$ cat config.mk
export PLATFORM = sky130hd
export DESIGN_NAME = detect_window_counter_flat
export DESIGN_NICKNAME = d
export VERILOG_FILES = /design/src/rtl/detect_window_counter_if.sv /design/src/rtl/detect_window_counter.sv /design/src/flat_wrapper.sv
export SDC_FILE = /design/constraint.sdc
export NUM_CORES = 1
export LEC_CHECK = 0
export ABC_AREA = 1
export BUFFER_PORTS_ARGS = -buffer_cell sky130_fd_sc_hd__buf_2
export CORE_MARGIN = 4
export CORE_UTILIZATION = 25
export CTS_BUF_LIST = sky130_fd_sc_hd__clkbuf_4 sky130_fd_sc_hd__clkbuf_8
export CTS_CLUSTER_DIAMETER = 120
export CTS_CLUSTER_SIZE = 40
export DETAILED_ROUTE_END_ITERATION = 6
export SLEW_MARGIN = 30
export SYNTH_ARGS = -nofsm -noshare
export SYNTH_HDL_FRONTEND = slang
export SYNTH_SLANG_ARGS = --single-unit
$ cat constraint.sdc
create_clock -name clk -period 2.3 [get_ports clk]
set_input_delay 0.46 -clock clk [delete_from_list [all_inputs] [get_ports clk]]
set_output_delay 0.46 -clock clk [all_outputs]
set_load 0.01 [all_outputs]
$ cat src/rtl/detect_window_counter_if.sv
// Handshake and result bundle between a window-counter requester and the counter.
interface detect_window_counter_if #(
    parameter int unsigned CNT_W = 8,
    parameter int unsigned WIN_W = 16
);
    logic             start;
    logic [WIN_W-1:0] win_len;
    logic             detect;
    logic             busy;
    logic             report_valid;
    logic [CNT_W-1:0] run_count;
    logic [CNT_W-1:0] hit_count;
    logic [CNT_W-1:0] longest_run;
    logic             overflow;

    modport master (
        output start, win_len, detect,
        input  busy, report_valid, run_count, hit_count, longest_run, overflow
    );

    modport slave (
        input  start, win_len, detect,
        output busy, report_valid, run_count, hit_count, longest_run, overflow
    );
endinterface

$ cat src/rtl/detect_window_counter.sv
// Measures detect runs, high cycles and longest high stretch over a programmable
// window, publishing saturating results with a one-cycle report strobe.
module detect_window_counter #(
    parameter int unsigned CNT_W = 8,
    parameter int unsigned WIN_W = 16
) (
    input  logic                    clk,
    input  logic                    reset,
    detect_window_counter_if.slave  bus
);
    localparam logic [CNT_W-1:0] CNT_MAX = '1;

    typedef enum logic [1:0] {
        IDLE   = 2'd0,
        COUNT  = 2'd1,
        REPORT = 2'd2
    } state_e;

    state_e           state_q;
    logic [WIN_W-1:0] rem_q;
    logic [CNT_W-1:0] hit_acc_q, run_acc_q, cur_run_q, long_acc_q;
    logic             prev_det_q, ovf_acc_q;
    logic [CNT_W-1:0] hit_cnt_q, run_cnt_q, long_run_q;
    logic             overflow_q;

    logic [CNT_W-1:0] hit_acc_d, run_acc_d, cur_run_d, long_acc_d;
    logic             rise_c, sat_c;

    function automatic logic [CNT_W-1:0] sat_inc(input logic [CNT_W-1:0] v);
        return (v == CNT_MAX) ? v : v + CNT_W'(1);
    endfunction

    // Per-sample accumulator update, including this cycle's detect.
    always_comb begin
        rise_c     = bus.detect & ~prev_det_q;
        hit_acc_d  = bus.detect ? sat_inc(hit_acc_q) : hit_acc_q;
        run_acc_d  = rise_c ? sat_inc(run_acc_q) : run_acc_q;
        cur_run_d  = bus.detect ? sat_inc(cur_run_q) : '0;
        long_acc_d = (cur_run_d > long_acc_q) ? cur_run_d : long_acc_q;
        sat_c      = (bus.detect && ((hit_acc_q == CNT_MAX) || (cur_run_q == CNT_MAX)))
                   || (rise_c && (run_acc_q == CNT_MAX));
    end

    always_ff @(posedge clk or posedge reset) begin
        if (reset) begin
            state_q    <= IDLE;
            rem_q      <= '0;
            hit_acc_q  <= '0;
            run_acc_q  <= '0;
            cur_run_q  <= '0;
            long_acc_q <= '0;
            prev_det_q <= 1'b0;
            ovf_acc_q  <= 1'b0;
            hit_cnt_q  <= '0;
            run_cnt_q  <= '0;
            long_run_q <= '0;
            overflow_q <= 1'b0;
        end else begin
            case (state_q)
                IDLE: begin
                    if (bus.start && (bus.win_len != '0)) begin
                        rem_q      <= bus.win_len;
                        hit_acc_q  <= '0;
                        run_acc_q  <= '0;
                        cur_run_q  <= '0;
                        long_acc_q <= '0;
                        prev_det_q <= 1'b0;
                        ovf_acc_q  <= 1'b0;
                        state_q    <= COUNT;
                    end
                end
                COUNT: begin
                    hit_acc_q  <= hit_acc_d;
                    run_acc_q  <= run_acc_d;
                    cur_run_q  <= cur_run_d;
                    long_acc_q <= long_acc_d;
                    prev_det_q <= bus.detect;
                    ovf_acc_q  <= ovf_acc_q | sat_c;
                    rem_q      <= rem_q - WIN_W'(1);
                    // Last sample of the window: publish including this sample.
                    if (rem_q == WIN_W'(1)) begin
                        hit_cnt_q  <= hit_acc_d;
                        run_cnt_q  <= run_acc_d;
                        long_run_q <= long_acc_d;
                        overflow_q <= ovf_acc_q | sat_c;
                        state_q    <= REPORT;
                    end
                end
                REPORT:  state_q <= IDLE;
                default: state_q <= IDLE;
            endcase
        end
    end

    assign bus.busy         = (state_q == COUNT) || (state_q == REPORT);
    assign bus.report_valid = (state_q == REPORT);
    assign bus.run_count    = run_cnt_q;
    assign bus.hit_count    = hit_cnt_q;
    assign bus.longest_run  = long_run_q;
    assign bus.overflow     = overflow_q;
endmodule
$ cat src/flat_wrapper.sv
// flat-port wrapper written by rule: the top's interface ports become plain ports
module detect_window_counter_flat 
#(
    parameter int unsigned CNT_W = 8,
    parameter int unsigned WIN_W = 16
)
  (clk, reset, bus_start, bus_win_len, bus_detect, bus_busy, bus_report_valid, bus_run_count, bus_hit_count, bus_longest_run, bus_overflow);
  detect_window_counter_if #(.CNT_W(CNT_W), .WIN_W(WIN_W)) bus_i ();
  input  logic clk;
  input  logic reset;
  input wire logic [$bits(bus_i.start)-1:0] bus_start;
  input wire logic [$bits(bus_i.win_len)-1:0] bus_win_len;
  input wire logic [$bits(bus_i.detect)-1:0] bus_detect;
  output wire logic [$bits(bus_i.busy)-1:0] bus_busy;
  output wire logic [$bits(bus_i.report_valid)-1:0] bus_report_valid;
  output wire logic [$bits(bus_i.run_count)-1:0] bus_run_count;
  output wire logic [$bits(bus_i.hit_count)-1:0] bus_hit_count;
  output wire logic [$bits(bus_i.longest_run)-1:0] bus_longest_run;
  output wire logic [$bits(bus_i.overflow)-1:0] bus_overflow;
  assign bus_i.start = bus_start;
  assign bus_i.win_len = bus_win_len;
  assign bus_i.detect = bus_detect;
  assign bus_busy = bus_i.busy;
  assign bus_report_valid = bus_i.report_valid;
  assign bus_run_count = bus_i.run_count;
  assign bus_hit_count = bus_i.hit_count;
  assign bus_longest_run = bus_i.longest_run;
  assign bus_overflow = bus_i.overflow;
  detect_window_counter #(.CNT_W(CNT_W), .WIN_W(WIN_W)) u_core (.clk(clk), .reset(reset), .bus(bus_i));
endmodule
Yosys cells after proc, flatten, opt, wreduce, memory -nomap -nowiden
Cells that the tools add are included.

Input port bits: 20. Register bits: 77. Output and inout bits: 27. Word-level logic and storage cells: 60.

Reduce and logical (&&, ||, !) cells: 12. Multiplexer cells: 20. Bitwise operators: 3. Equal/unequal tests: 8. Magnitude comparators: 1. $add $sub $neg: 4.

Operators by type and width (count): $mux 8 (8); $pmux 8 s2 (4); $pmux 16 s2 (1); $add 8x1->8 const B (3); $eq 8x8->1 const B (3); $eq 16x1->1 const B (1); $mux 16 (1); $reduce_bool 16->1 (1); $sub 16x1->16 const B (1); $gt 8x8->1 (1); $reduce_and 2->1 (3); $mux 2 (2); $ne 2x1->1 const B (2); $pmux 1 s2 (2); $pmux 2 s2 (1); $logic_and 1x1->1 (3); $logic_or 1x1->1 (3); $eq 2x1->1 const B (1); $eq 2x2->1 const B (1); $logic_not 2->1 (1); $reduce_bool 2->1 (1); $and 1x1->1 (1); $mux 1 (1); $not 1->1 (1); $or 1x1->1 (1).

Logic depth before layout (Yosys ltp)
Gate-level depths: netlist of run 1.

Depth in word-level cells: 6. Depth in mapped cells: 20. Gate-level depth less buffers: 20.

Least setup slack after synthesis of run 1
No wires, ideal clock.

Path type: reg2reg. Start: register u_core.cur_run_q[0]. End: register u_core.long_run_q[1] (netlist: u_core.bus.longest_run[1]). Path buffers: 0. Required time: 2183 ps. Cell stages (with the launch flop): 20. Period minus slack after synthesis: 2310 ps. Path slack: -10 ps. Setup time: 117 ps. Data arrival time: 2193 ps. Path through: dfrtp_1 -> ha_1 -> nand2_1 -> inv_1 -> nand4_1 -> inv_1 -> nor3_1 -> a21oi_1 -> nand2_1 -> inv_1 -> ha_1 -> nand2_1 -> inv_1 -> nand2_4 -> nor2_8 -> nand3_4 -> nand2_8 -> nand2_2 -> nand3_1 -> nand2_1.

Word-level cells in the longest chain between the ends: 5. Elaborated cells between the ends (all ways): 6. Classes of those cells: 1 x add/sub; 1 x order compare; 1 x eq/ne; 3 x mux.

RTL lines: from (decl) (RTL line detect_window_counter.sv:21) `logic [CNT_W-1:0] hit_acc_q, run_acc_q, cur_run_q, long_acc_q;`; from (signal assigned) (RTL line detect_window_counter.sv:75) `cur_run_q <= cur_run_d;`; $add 8x1->8 / $eq 8x8->1 (equally long branches) (RTL line detect_window_counter.sv:30) `return (v == CNT_MAX) ? v : v + CNT_W'(1);`; $mux 8 * (RTL line detect_window_counter.sv:30); $mux 8 * (RTL line detect_window_counter.sv:38) `cur_run_d = bus.detect ? sat_inc(cur_run_q) : '0;`; $gt 8x8->1 (RTL line detect_window_counter.sv:39) `long_acc_d = (cur_run_d > long_acc_q) ? cur_run_d : long_acc_q;`; $mux 8 * (RTL line detect_window_counter.sv:39); to (signal assigned) (RTL line detect_window_counter.sv:84) `long_run_q <= long_acc_d;`; to (decl) (RTL line detect_window_counter.sv:23) `logic [CNT_W-1:0] hit_cnt_q, run_cnt_q, long_run_q;`.

Every way passes the cells marked *; elsewhere a longest branch is shown, timed or not. A chain may end at the register's enable or synchronous reset.

Final worst setup path of run 1
Same ends and word-level chain as after synthesis.

==> impl_metrics.csv, run 1 <==
group,metric,value,unit
global_routing,grt_max_degree,47,
logic_synthesis,synth_adder_area_share,0.04237,
timing,slew_violations,0,
logic_synthesis,synth.ff_latch_count,77,
clock_network,clock_path_buffers,2,
power_and_ir_drop,p_sw,1479,uW
job,drv_cap,0,
logic_synthesis,synth_compound_area_frac,0.1206,
die,dieArea,19910,um2
finish,diodes,0,
setup_path,crit_chain,"buf_4, nand3_4, nor2_4, nand3_4, buf_6, a21oi_4, nand2_2, inv_2, ha_4, a21o_1, a21oi_4, nand2_8, nand2_8, nand2_4, nand3_2, nand2_1",
logic_synthesis,synth_top_family_by_area,"simple AND/OR/NAND/NOR gates",
logic_synthesis,synth.area.mux_share,0,
logic_synthesis,yosys_warnings,0,
timing,setup_viol,17,
route,wirelength,11830,um
timing,min_period,2.485,ns
placed_design,place_hpwl,7852,um
placed_design,port_buffers,46,
clock_network,numCtsBuffers,9,
setup_path,end_kind,"flop",
logic_synthesis,synth_seq_area_share,0.4350,
logic_synthesis,synthSimpleGateAreaFrac,0.2924,
timing,rsz0062_at_grt,"true",
clock_network,cts_max_level,3,
setup_path,worst_ep_arrival_time,2.75,ns
timing,max_slew_margin,0.5624,
setup_path,cpLargestDelayFamily,"simple AND/OR/NAND/NOR gates",
timing,worst_pin_slew,0.6555,ns
placed_design,placed_area,5125,um2
finish,stdcell_area,5852,um2
timing,setup_slack,-0.1849,ns
route,drt_first_pass_iters,5,
global_routing,grt_first_pass_wirelength,19440,um
timing,finClkSkew,0.01367,ns
power_and_ir_drop,powerDensity,729.5,nW/um2
die,die_height,141.1,um
global_routing,grt_usage,0.1201,
timing,finalCritPeriodShare,1.080,
die,start_util,0.2552,
clock_network,insertion_delay,0.37,ns
power_and_ir_drop,power_frac_clock,0.305,
placed_design,gp_congestion,0.8161,
power_and_ir_drop,p_int,2790,uW
placed_design,pre_cts_ws,-0.1476,ns
setup_path,cp_slowest_cell,"dfrtp_1",
power_and_ir_drop,p_seq_frac,0.411,
die,core-area,17360,um2
logic_synthesis,syn-num-nets,590,
outcome,violations,"setup timing",
logic_synthesis,synth_top_area_share,0.4350,
die,die_w,141.1,um
route,wire_per_inst,13.38,um
logic_synthesis,async_reset_ff_frac,1.000,
setup_path,start_kind,"flop",
timing,hold_viol,0,
finish,area_growth,32.12,%
setup_path,cp_num_buf_inv,3,
route,num_vias,3990,
route,final_antenna_net_count,0,
clock_network,clock_sinks,77,
die,pin_count,47,
power_and_ir_drop,swShare,0.3464,
route,first_iter_violations,172,
power_and_ir_drop,fin_total_pwr,4269,uW
hold_path,hp-class,"input pin to async pin",
setup_path,cp.required,2.56,ns
power_and_ir_drop,ir_drop,0.2939,mV
logic_synthesis,synth-edff-count,0,
finish,drive_gt1_frac,0.3020,
finish,fin_nets,689,
global_routing,grt_pass1_vias,3940,
clock_network,cts_hold_buf,0,
power_and_ir_drop,combinationalPowerShare,0.283,
logic_synthesis,syn_inst,555,
timing,max_freq,402.4,MHz
setup_path,worstPathMaxFanout,8,
global_routing,grt_overflow,0,
clock_network,cts_root_buf,"clkbuf_8",
clock_network,cts_tree,"yes",
die,rows,48,
route,via_per_inst,4.514,
logic_synthesis,synth_area_leader_cell,"dfrtp_1",
setup_path,slowest_delay,0.40,ns
clock_network,clkTransAtPathRegs,0.09,ns
global_routing,antenna_found_initial,1,
setup_path,crit_type,"flop to flop",
route,drc,0,
power_and_ir_drop,p_leak,0.002773,uW
logic_synthesis,syn_area,4429,um2
logic_synthesis,yosys-top-cells-area,"dfrtp_1, nand2_1, inv_1, o21ai_0, nand3_1",
logic_synthesis,ys.flop_type,"dfrtp_1",
outcome,status,"finished, violations left",
logic_synthesis,synth_cell_types,35,
logic_synthesis,syn_area_per_cell,7.981,um2
logic_synthesis,synth-xor-area-share,0.03559,
area by class of cell:
| type | count | area, um2 |
|---|---|---|
| multi-input cells | 393 | 2439 |
| clock buffers | 11 | 138.9 |
| repair buffers | 103 | 689.4 |
| inverters | 70 | 266.5 |
| well taps | 225 | 281.5 |
| flip-flops and latches | 77 | 1929 |
| clock inverters | 5 | 107.6 |
| fillers | 1755 | 11500 |
worst register-to-register path, delay by kind of cell, from the launching register on:
family                   cells  cell delay (ns)
AND/OR/NAND/NOR              9             0.86
buffers and inverters        3             0.36
AO/OA/AOI/OAI                3             0.56
adder cells (fa/ha/maj)      1             0.20
flip-flops                   1             0.40
cell families after synthesis:
logic type	after synthesis
AOI/OAI and AO/OA	99
xor gates and xnor gates	18
adders and majority gates	15
buffers and inverters	87
DFF	77
and+or+nand+nor	259
power groups by stage:
stage / clock network, uW / registers, uW / logic (uW)
final: 1300 / 1760 / 1210
after global routing: 1400 / 1780 / 1360
after CTS: 1340 / 1750 / 1190
after detailed placement: 0 / 1770 / 1070
after global placement: 0 / 1760 / 1050
after floorplan: 0 / 1730 / 851
routing by layer:
layer,vias to the layer above,GRT usage,share of wire
li1,2022,-,-
met1,1892,0.1536,0.46
met2,55,0.2022,0.49
met3,19,0.02714,0.038
met4,2,0.03672,0.019
met5,-,0,0.0011
cell usage in the layout, fill, tap and decap left out, drive strengths merged, types with 15 or more instances in the layout:
master | Yosys | routed
a21oi | 17 | 17
buf | 2 | 103
dfrtp | 77 | 77
ha | 15 | 15
inv | 70 | 70
nand2 | 147 | 148
nand3 | 51 | 52
nor2 | 35 | 35
o21ai | 61 | 61
o22ai | 15 | 15
xor2 | 18 | 18
metrics by stage:
stage | hold slack [ns] | TNS (ns) | utilization | instances
2_1_floorplan | 0.4491 | 0 | - | 555
3_3_place_gp | 0.4500 | -1.195 | 0.2953 | 839
3_5_place_dp | 0.4623 | -2.003 | 0.2953 | 839
5_1_grt | 0.09084 | -4.531 | 0.3372 | 884
4_1_cts | 0.07687 | -0.1841 | 0.3295 | 881
6_report | 0.07901 | -2.940 | 0.3372 | 884
cells in the mapped netlist, types with 2 or more instances:
| library cell | count |
|---|---|
| nand2_2 | 6 |
| a31oi_1 | 2 |
| or2_2 | 2 |
| nor4_1 | 5 |
| nand4_1 | 8 |
| nand3_1 | 46 |
| nand3_2 | 4 |
| nand2_1 | 129 |
| nand2_8 | 2 |
| nor2_1 | 28 |
| o22ai_1 | 15 |
| o21ai_1 | 10 |
| nor2_2 | 3 |
| xor2_1 | 18 |
| nor2_4 | 3 |
| clkbuf_1 | 15 |
| inv_1 | 69 |
| nor3_1 | 9 |
| ha_1 | 15 |
| a21oi_1 | 16 |
| o21ai_0 | 50 |
| nand2_4 | 10 |
| o211ai_1 | 2 |
| dfrtp_1 | 77 |
worst paths after layout:
check / start / to / slack (ns) / depth (start not counted)
max: u_core.cur_run_q[0] / u_core.bus.longest_run[1] / -0.18 / 16
max reg2reg: u_core.cur_run_q[0] / u_core.bus.longest_run[1] / -0.18 / 16
max in group asynchronous: reset / u_core.cur_run_q[6] / 1.65 / 3
min: reset / u_core.rem_q[14] / 0.08 / 2
min in group clk: bus_win_len[14] / u_core.rem_q[14] / 0.36 / 3
min reg2reg: u_core.bus.hit_count[0] / u_core.bus.hit_count[0] / 0.47 / 2
registers in the layout, summed over array words and instances (netlist names):
register	flops
u_core.bus.run_count	8
u_core.state_q	2
u_core.long_acc_q	8
u_core.bus.longest_run	8
u_core.prev_det_q	1
u_core.bus.hit_count	8
u_core.hit_acc_q	8
u_core.cur_run_q	8
u_core.bus.overflow	1
u_core.rem_q	16
u_core.ovf_acc_q	1
u_core.run_acc_q	8
what timing repair did:
item                       CTS  global route
setup endpoints to repair   16            18
pin swaps                   18            16
setup buffers               24             4
cloned                       2             0
gates resized for setup     36            26
Power figures use the tool's default switching activity.
==> run 2: changes to the inputs <==
--- a/config.mk
+++ b/config.mk
@@ -8,11 +8,12 @@
 export ABC_AREA = 1
 export BUFFER_PORTS_ARGS = -buffer_cell sky130_fd_sc_hd__buf_2
 export CORE_MARGIN = 4
-export CORE_UTILIZATION = 25
+export CORE_UTILIZATION = 55
 export CTS_BUF_LIST = sky130_fd_sc_hd__clkbuf_4 sky130_fd_sc_hd__clkbuf_8
 export CTS_CLUSTER_DIAMETER = 120
 export CTS_CLUSTER_SIZE = 40
 export DETAILED_ROUTE_END_ITERATION = 6
+export PLACE_DENSITY = 0.78
 export SLEW_MARGIN = 30
 export SYNTH_ARGS = -nofsm -noshare
 export SYNTH_HDL_FRONTEND = slang
==> run 2 against run 1 <==
First-iteration DRC count rose to 2.6 times the previous value. Flip-flop and latch count is the same. Non-clock buffer count decreased by 8. Clock power shrank 12%. Register-to-register slack lost 0.17 ns. Clock skew shrank 0.0017 ns. Count of clock-buffer cells in the layout fell by 2. Largest cell class unchanged. Worst hold slack gained 0.29 ns. Via count increased by 9.5%. Final cell count decreased by 15%. The flow still finishes with violations (setup timing). Core utilization grew 39 points.
==> impl_metrics.csv, run 2 (synthesis gave the netlist of run 1 again) <==
group,metric,value,unit
outcome,status,"finished, violations left",
outcome,violations,"setup timing",
global_routing,grt_overflow,0,
clock_network,clock_sinks,77,
die,dieArea,9553,um2
timing,slew_violations,0,
setup_path,cp.required,2.53,ns
route,num_vias,4371,
global_routing,grt_first_pass_wirelength,20760,um
setup_path,cp_num_buf_inv,3,
route,first_iter_violations,442,
placed_design,port_buffers,46,
global_routing,grt_usage,0.2652,
clock_network,cts_max_level,3,
die,pin_count,47,
finish,fillers,550,
global_routing,antenna_found_initial,0,
timing,rsz0062_at_grt,"true",
setup_path,crit_type,"flop to flop",
finish,diodes,0,
job,drv_cap,0,
die,die_w,97.74,um
route,drt_first_pass_iters,5,
setup_path,start_kind,"flop",
finish,area_growth,27.74,%
timing,max_slew_margin,0.6829,
clock_network,clkTransAtPathRegs,0.08,ns
route,drc,0,
hold_path,hp-class,"input pin to flop",
finish,largest_reg_flops,16,
timing,setup_viol,16,
timing,setup_slack,-0.3500,ns
timing,worst_pin_slew,0.4756,ns
setup_path,worst_ep_arrival_time,2.88,ns
setup_path,reg2regPathDepth,17,
route,wire_per_inst,17.43,um
timing,finClkSkew,0.01198,ns
power_and_ir_drop,p_leak,0.002710,uW
setup_path,end_kind,"flop",
finish,fin_nets,680,
die,core-area,7767,um2
setup_path,cpLargestDelayFamily,"simple AND/OR/NAND/NOR gates",
route,wirelength,13090,um
die,die_height,97.74,um
setup_path,cp_slowest_cell,"dfrtp_1",
hold_path,hold_depth,3,
clock_network,cts_tree,"yes",
finish,drive_gt1_frac,0.3035,
setup_path,cp_common_cell,"inv_2",
finish,stdcell_count,751,
setup_path,crit_chain,"ha_4, nand2_1, inv_2, nand4_1, inv_2, nor3_4, a21oi_4, nand2_2, inv_2, ha_4, a21o_1, a21oi_4, nand2_8, nand2_8, nand2_4, nand3_2, nand2_1",
power_and_ir_drop,ir_drop,0.4311,mV
clock_network,numCtsBuffers,9,
timing,min_period,2.650,ns
clock_network,cts_root_buf,"clkbuf_8",
placed_design,dp_cells,710,
clock_network,clock_path_buffers,2,
finish,layout_commonest_cell,"nand2_1",
global_routing,grt_pass1_vias,4294,
clock_network,insertion_delay,0.36,ns
placed_design,place_hpwl,7433,um
setup_path,worstPathMaxFanout,8,
placed_design,gp_congestion,0.8832,
setup_path,slowest_delay,0.43,ns
route,via_per_inst,5.820,
power_and_ir_drop,powerDensity,748.7,nW/um2
die,start_util,0.5702,
finish,largest_register,"u_core.rem_q",
route,final_antenna_net_count,0,
global_routing,grt_max_degree,50,
timing,hold_viol,0,
timing,max_freq,377.4,MHz
timing,fin_tns_setup,-4.519,ns
die,rows,32,
finish,layout_common_cells,"nand2_1, dfrtp_1, inv_1",
setup_path,path_depth,17,
timing,finalCritPeriodShare,1.152,
run 2: routing by layer:
metal / vias up / GRT usage / wire length (um)
met4: 0 / 0.1299 / 562
met3: 56 / 0.04500 / 994
met1: 2063 / 0.3329 / 5135
met5: - / 0 / 0
met2: 255 / 0.4444 / 6396
li1: 1997 / - / -
run 2: worst register-to-register path, delay by kind of cell (launching register included):
family,cells,cell delay [ns]
flip-flops,1,0.43
AND/OR/NAND/NOR,9,0.85
AO/OA/AOI/OAI,3,0.58
adder cells (fa/ha/maj),2,0.37
buffers and inverters,3,0.29
run 2: timing repair:
item	in CTS	in global routing
setup endpoints to repair	16	30
hold buffers	1	0
hold endpoints to repair	2	0
gates cloned	1	0
resized for setup	43	31
buffers inserted	21	3
pin swaps	18	24
run 2: worst paths after layout:
path	start	end	slack (ns)
worst max-delay path	u_core.cur_run_q[0]	u_core.long_acc_q[7]	-0.35
worst min-delay path	bus_win_len[14]	u_core.rem_q[14]	0.37
worst max register to register	u_core.cur_run_q[0]	u_core.long_acc_q[7]	-0.35
worst min register to register	u_core.bus.hit_count[0]	u_core.bus.hit_count[0]	0.48
max in group asynchronous	reset	u_core.bus.run_count[4]	1.29
min in group asynchronous	reset	u_core.state_q[0]	0.53
run 2: final cells by class:
type | instances | area [um2] | share of cell area
multi-input cells | 392 | 2470 | 0.4365
repair buffers | 95 | 648.1 | 0.1146
flip-flops and latches | 77 | 1931 | 0.3412
well taps | 102 | 127.6 | 0.02256
clock buffers | 9 | 123.9 | 0.02189
inverters | 70 | 269.0 | 0.04755
clock inverters | 6 | 88.84 | 0.01570
run 2: metrics by stage:
step	utilization	instance area, um2	total power [uW]	setup slack (ns)	hold slack [ns]
6_report	0.7284	5658	4236	-0.3500	0.3681
5_1_grt	0.7284	5658	4452	-0.3936	0.4007
4_1_cts	0.7088	5505	4081	-0.05416	0.3669
3_5_place_dp	0.6358	4938	2829	-0.1712	0.3697
3_3_place_gp	0.6358	4938	2757	-0.05917	0.3664
2_1_floorplan	-	4441	2580	0.001241	0.4491
run 2: power breakdown:
part	internal, uW	leakage [uW]	switching (uW)
sequential	1570	0.000825	201
clock	605	0.000101	536
combinational	502	0.00178	822
